==> config.mk <==
export PLATFORM = sky130hd
export DESIGN_NAME = output_buff
export DESIGN_NICKNAME = d
export VERILOG_FILES = /design/src/rtl/output_buff.sv
export SDC_FILE = /design/constraint.sdc
export NUM_CORES = 2
export LEC_CHECK = 0
export ABC_AREA = 1
export CORE_MARGIN = 4
export CORE_UTILIZATION = 28
export CTS_BUF_LIST = sky130_fd_sc_hd__clkbuf_2
export CTS_CLUSTER_DIAMETER = 40
export DETAILED_ROUTE_END_ITERATION = 10
export GPL_TIMING_DRIVEN = 0
export PLACE_DENSITY = 0.46
export SYNTH_ARGS = -nofsm -noshare
export SYNTH_HDL_FRONTEND = slang
export SYNTH_SLANG_ARGS = --single-unit
==> constraint.sdc <==
create_clock -name clk -period 43.6 [get_ports clk]
set_clock_uncertainty 0.1 [all_clocks]
set_input_delay 10.9 -clock clk [delete_from_list [all_inputs] [get_ports clk]]
set_output_delay 10.9 -clock clk [all_outputs]
set_load 0.1 [all_outputs]
==> src/rtl/output_buff.sv <==
// output_buff: serialises four NDATA-bit words onto a 4-lane bit bus, LSB first.
// Latency: accept at edge k, transfer at k+1, bit 0 on dout after edge k+1; one bit per enabled cycle.
// Backpressure: ready = shadow empty; a load while ready=0 is ignored and must be held by the sender.
//
// Ports:
//   clk, rst        rising-edge clock, asynchronous active-high reset
//   ena             clock enable; every register holds while low
//   din0..din3      frame words for lanes 0..3
//   load / ready    frame offer / shadow register empty
//   dout            serial lanes, dout[i] = current bit of lane i
//   dout_valid      a frame bit is on dout
//   cntout          index of the bit on dout (0 when idle)
//   last            dout carries bit NDATA-1
module output_buff #(
    parameter int          NDATA    = 128,
    parameter logic [3:0]  IDLE_VAL = 4'b0001
) (
    input  logic                       clk,
    input  logic                       rst,
    input  logic                       ena,
    input  logic [NDATA-1:0]           din0,
    input  logic [NDATA-1:0]           din1,
    input  logic [NDATA-1:0]           din2,
    input  logic [NDATA-1:0]           din3,
    input  logic                       load,
    output logic                       ready,
    output logic [3:0]                 dout,
    output logic                       dout_valid,
    output logic [$clog2(NDATA)-1:0]   cntout,
    output logic                       last
);

    localparam int NDATA_LOG = $clog2(NDATA);
    localparam logic [NDATA_LOG-1:0] CNT_MAX  = NDATA_LOG'(NDATA - 1);
    localparam logic [NDATA_LOG-1:0] CNT_PREV = NDATA_LOG'(NDATA - 2);

    typedef enum logic {
        S_IDLE  = 1'b0,
        S_SHIFT = 1'b1
    } state_t;

    state_t                 state_q;
    logic                   shadow_full_q;
    logic [NDATA-1:0]       shadow0_q, shadow1_q, shadow2_q, shadow3_q;
    logic [NDATA-1:0]       act0_q, act1_q, act2_q, act3_q;
    logic [NDATA_LOG-1:0]   cnt_q;
    logic [3:0]             dout_q;
    logic                   dout_valid_q;
    logic                   last_q;

    logic                   accept_d;
    logic                   transfer_d;

    // Accept needs an empty shadow and transfer a full one, so the two
    // never fire on the same edge and the shadow has a single writer per edge.
    always_comb begin
        accept_d   = load && !shadow_full_q;
        transfer_d = shadow_full_q &&
                     ((state_q == S_IDLE) || ((state_q == S_SHIFT) && (cnt_q == CNT_MAX)));
    end

    always_ff @(posedge clk or posedge rst) begin
        if (rst) begin
            state_q       <= S_IDLE;
            shadow_full_q <= 1'b0;
            shadow0_q     <= '0;
            shadow1_q     <= '0;
            shadow2_q     <= '0;
            shadow3_q     <= '0;
            act0_q        <= '0;
            act1_q        <= '0;
            act2_q        <= '0;
            act3_q        <= '0;
            cnt_q         <= '0;
            dout_q        <= IDLE_VAL;
            dout_valid_q  <= 1'b0;
            last_q        <= 1'b0;
        end else if (ena) begin
            if (accept_d) begin
                shadow0_q     <= din0;
                shadow1_q     <= din1;
                shadow2_q     <= din2;
                shadow3_q     <= din3;
                shadow_full_q <= 1'b1;
            end

            if (transfer_d) begin
                // Bit 0 of the new frame goes straight onto dout; this is what
                // makes back-to-back frames seamless across the cnt wrap.
                act0_q        <= shadow0_q;
                act1_q        <= shadow1_q;
                act2_q        <= shadow2_q;
                act3_q        <= shadow3_q;
                shadow_full_q <= 1'b0;
                state_q       <= S_SHIFT;
                cnt_q         <= '0;
                dout_q        <= {shadow3_q[0], shadow2_q[0], shadow1_q[0], shadow0_q[0]};
                dout_valid_q  <= 1'b1;
                last_q        <= 1'b0;
            end else if (state_q == S_SHIFT) begin
                if (cnt_q == CNT_MAX) begin
                    state_q      <= S_IDLE;
                    cnt_q        <= '0;
                    dout_q       <= IDLE_VAL;
                    dout_valid_q <= 1'b0;
                    last_q       <= 1'b0;
                end else begin
                    // act*_q[0] always mirrors the bit on dout, so the next bit is [1].
                    act0_q       <= act0_q >> 1;
                    act1_q       <= act1_q >> 1;
                    act2_q       <= act2_q >> 1;
                    act3_q       <= act3_q >> 1;
                    cnt_q        <= cnt_q + 1'b1;
                    dout_q       <= {act3_q[1], act2_q[1], act1_q[1], act0_q[1]};
                    dout_valid_q <= 1'b1;
                    last_q       <= (cnt_q == CNT_PREV);
                end
            end
        end
    end

    assign ready      = !shadow_full_q;
    assign dout       = dout_q;
    assign dout_valid = dout_valid_q;
    assign cntout     = cnt_q;
    assign last       = last_q;

endmodule

After elaboration in Yosys (flattened, before gate mapping):

Index checks and enable logic that the tools add are counted.
W data, S select, Z words.

* register bits: 1039
* input bits: 516
* output and inout bits: 14
* logic and storage cells: 58

* add/sub/neg operators: 1
* eq/ne operators: 3
* multiplexer cells: 28
* bitwise gates (word level): 1
* reductions and logical operators: 11

Operators by type and width (count)
* $mux W128: 12
* $mux W7: 3
* $eq A7 B7 Y1 const B: 2
* $mux W4: 3
* $mux W1: 10
* $add A7 B1 Y7 const B: 1
* $reduce_and A2 Y1: 3
* $reduce_bool A2 Y1: 2
* $logic_and A1 B1 Y1: 3
* $reduce_and A3 Y1: 1
* $ne A2 B2 Y1 const B: 1
* $logic_not A1 Y1: 1
* $logic_or A1 B1 Y1: 1
* $not A1 Y1: 1

Logic depth before layout (Yosys ltp):

* depth in word-level cells: 6
* mapped depth: 12
* depth with buffers taken out: 9

Least setup slack after synthesis:

No wires, ideal clock.

* path type: register to output
* start: reg shadow_full_q
* end: out ready
* arrival: 1146 ps
* required time: 32600 ps
* path slack: 31454 ps
* stages on the path, launching flop included: 3
* buffers on the path: 1
* cell sequence: dfrtp_1 > buf_2 > clkinv_1

* cells in the longest elaborated chain, start to end: 1

RTL lines
* from (decl): line 43 `logic shadow_full_q;`
* from (signal assigned): line 65 `shadow_full_q <= 1'b0;`
* from (signal assigned): line 84 `shadow_full_q <= 1'b1;`
* from (signal assigned): line 94 `shadow_full_q <= 1'b0;`
* $logic_not A1 Y1: line 122 `assign ready = !shadow_full_q;`
* to (decl): line 26 `output logic ready,`

No other way between the ends.

Final worst setup path:

Same ends and word-level chain as after synthesis.

==> impl_metrics.yaml <==
run_status:
  status: "complete, no violations"
pwr:
  power.density_nw_per_um2: 52.8
  p_leak_uw: 0.0325
  power.ir.vdd_worst_mv: 0.0249
detailed_routing:
  routed_vias: 42520
  routed_wire_length_per_instance_um: 17.1
  detailedRoute.firstIterationViolations: 2835
  post-route-drc-count: 0
  total_wirelength_of_the_detailed_routed_design_um: 163000
  postRouteAntennaNets: 0
  first_pass_iters: 6
  routed_via_density: 4.47
synth:
  netlist.area_leader.share_pct: 53.3
  synth.ff_latch_count: 1035
  synthCells: 6133
  synthDistinctLibCells: 25
  postSynthNetCount: 6651
  avgSynthCellArea_um2: 7.91
  synth.area.top_cells: "dfrtp_1 53%, nand3_1 16%, nand2_1 8.1%"
  ys_seq_area_share_pct: 53.4
  post-synth-top-area-cell: "dfrtp_1"
  post_synthesis_instance_area_um2: 48500
  ys_warn_count: 0
setup_path:
  startpoint_type: "flip-flop"
  required_ps: 32600
  critical_path.cell_chain: "buf_2, clkinv_1, clkdlybuf4s50_1"
  timing.critical_path.fanout_max: 9
  critPathMaxStageDelay_ps: 1310
  worst-path-buf-inv: 3
  worst_path_dominant_cell_family: "buffers and inverters"
  critPathArrivalTime_ps: 3620
  critical_path_s_slowest_cell: "clkdlybuf4s50_1"
  r2r_slack_ps: 40610
  setup.worst_path.class: "flip-flop to output port"
  worstSetupEndpointType: "output port"
cts:
  cts-htree-levels: 5
  tritoncts: "built"
  cts-buffers-inserted: 321
  post_cts_resize_count: 0
  number_of_setup_buffers_added_after_cts: 0
  max-clock-path-buffers: 4
  clk_transition_reported_paths_ps: 90
  worst_skew_pair.late_latency_ps: 1670
  holdBufCountCts: 0
  cts.root.buffer_cell: "clkbuf_2"
  cts.sinks: 1035
sta:
  finalSetupTns_ps: 0
  slew_headroom_pct: 10.4
  worst-slew-pin-transition_ps: 1340
  setup_viol_count_final: 0
  grt_setup_unrepaired: "false"
  max_clock_freq_ghz: 0.0684
  fin_crit_sh_pct: 33.5
  worst_hold_slack_ps: 362
  hold_violations: 0
  fin_ws_ps: 28980
  finalMaxSlewViolations: 0
  min_period_ps: 14620
floorplanning:
  die_height_um: 424
  rows: 152
  dieWidth_um: 424
  number_of_top_level_pins: 530
  core_area_um2: 172000
  initial_utilization_pct: 28.2
  floorplan.die_area_um2: 180000
global_routing:
  grt_start_max_net_pins: 115
  grt_remaining_overflow: 0
  first_global_vias: 43691
  antenna_violations_before_repair: 38
  grt_first_pass_wirelength_um: 252000
  globalRouteTotalUtil_pct: 18.0
finish:
  stdcell_count: 9516
  flow.area_growth_from_synthesis_pct: 23.0
  drive_gt1_share_pct: 11.4
  finish.instance_area_um2: 59600
  final_net_count: 7513
min_path:
  timing.hold.worst.class: "flip-flop to flip-flop"
place:
  detailedPlace.worstSlack_ps: 29130
  dp.final_hpwl_um: 117000
  count_of_placed_standard_cells_including_taps: 8982
  io_buffer_count: 529
  finalWeightedCongestion: 0.797
  cell_area_placed_um2: 57000
run:
  max_cap_violations: 0
metal layers:
layer  wire length [µm]  global-route usage [%]
met5                 13                       0
met1              69100                    22.0
met3               6690                    3.45
met2              80900                    30.8
met4               6410                    7.80
sequential cells by signal, summed over array words and instances, names as in the netlist:
signal / flops
dout: 4
shadow3_q: 128
last: 1
cntout: 7
shadow2_q: 128
dout_valid: 1
shadow_full_q: 1
state_q: 1
act0_q: 127
shadow0_q: 128
act1_q: 127
act2_q: 127
shadow1_q: 128
act3_q: 127
cell usage in the layout, fill, tap and decap left out, drive strengths merged:
cell	count
mux2	3
dfrtp	1034
buf	338
nor3	1
xor2	3
dfstp	1
nand4	2
nand3	1522
ha	2
bufinv	4
o21ai	4
diode	15
nand2	1046
clkbuf	576
clkdlybuf4s50	529
clkinv	59
inv	1030
o211ai	5
o22ai	4
a21oi	510
nor2	518
where the power goes:
| part | switching (µW) | internal [µW] |
|---|---|---|
| Clock | 439 | 298 |
| Combinational | 570 | 331 |
| Sequential | 146 | 1360 |
path summary, 6_finish.rpt:
kind | start | to | depth (start not counted)
worst min register to register | act0_q[69] | act0_q[68] | 4
worst max register to register | shadow_full_q | shadow0_q[2] | 7
worst max-delay path | shadow_full_q | ready | 3
worst min-delay path | act0_q[69] | act0_q[68] | 4
max in group asynchronous | rst | shadow3_q[76] | 7
min in group asynchronous | rst | shadow0_q[49] | 2
cells by family (layout without fill, tap and decap cells):
group	Yosys count	after routing	synth area share, %
AND/OR/NAND/NOR	3089	3089	27.9
buffers and inverters	1478	2536	13.1
flip-flops	1035	1035	53.4
AO/OA/AOI/OAI	523	523	5.43
XOR/XNOR	3	3	0.0542
multiplexers	3	3	0.0696
adder cells (fa/ha/maj)	2	2	0.0516
other	0	15	0
cell type report:
class / instances / area [µm²]
fillers: 18529 / 112000
clock inverters: 66 / 372
inverters: 1027 / 3860
well taps: 2310 / 2890
clock buffers: 453 / 2270
flip-flops and latches: 1035 / 25900
repair buffers: 539 / 5570
diodes: 15 / 37.5
plain buffers: 451 / 2490
multi-input cells: 3620 / 16300
through the flow:
step | util, % | total power (µW)
floorplan | - | 2160
global placement | 33.0 | 2440
detailed placement | 33.1 | 2440
CTS | 34.7 | 3210
global route | 34.7 | 3440
finish | 34.7 | 3150
tightest hold or removal path, stage by stage (launching register included):
cell     delay, ps
dfrtp_1        360
inv_1           40
nand2_1         50
nand3_1         60
nand2_1         60
synth_stat cells, drive strengths merged:
cell       n
a21oi    510
buf      328
clkbuf   123
clkinv     2
dfrtp   1034
dfstp      1
ha         2
inv     1025
mux2       3
nand2   1046
nand3   1522
nand4      2
nor2     518
nor3       1
o211ai     5
o21ai      4
o22ai      4
xor2       3
Note: power is estimated with default switching activity, not from simulation.
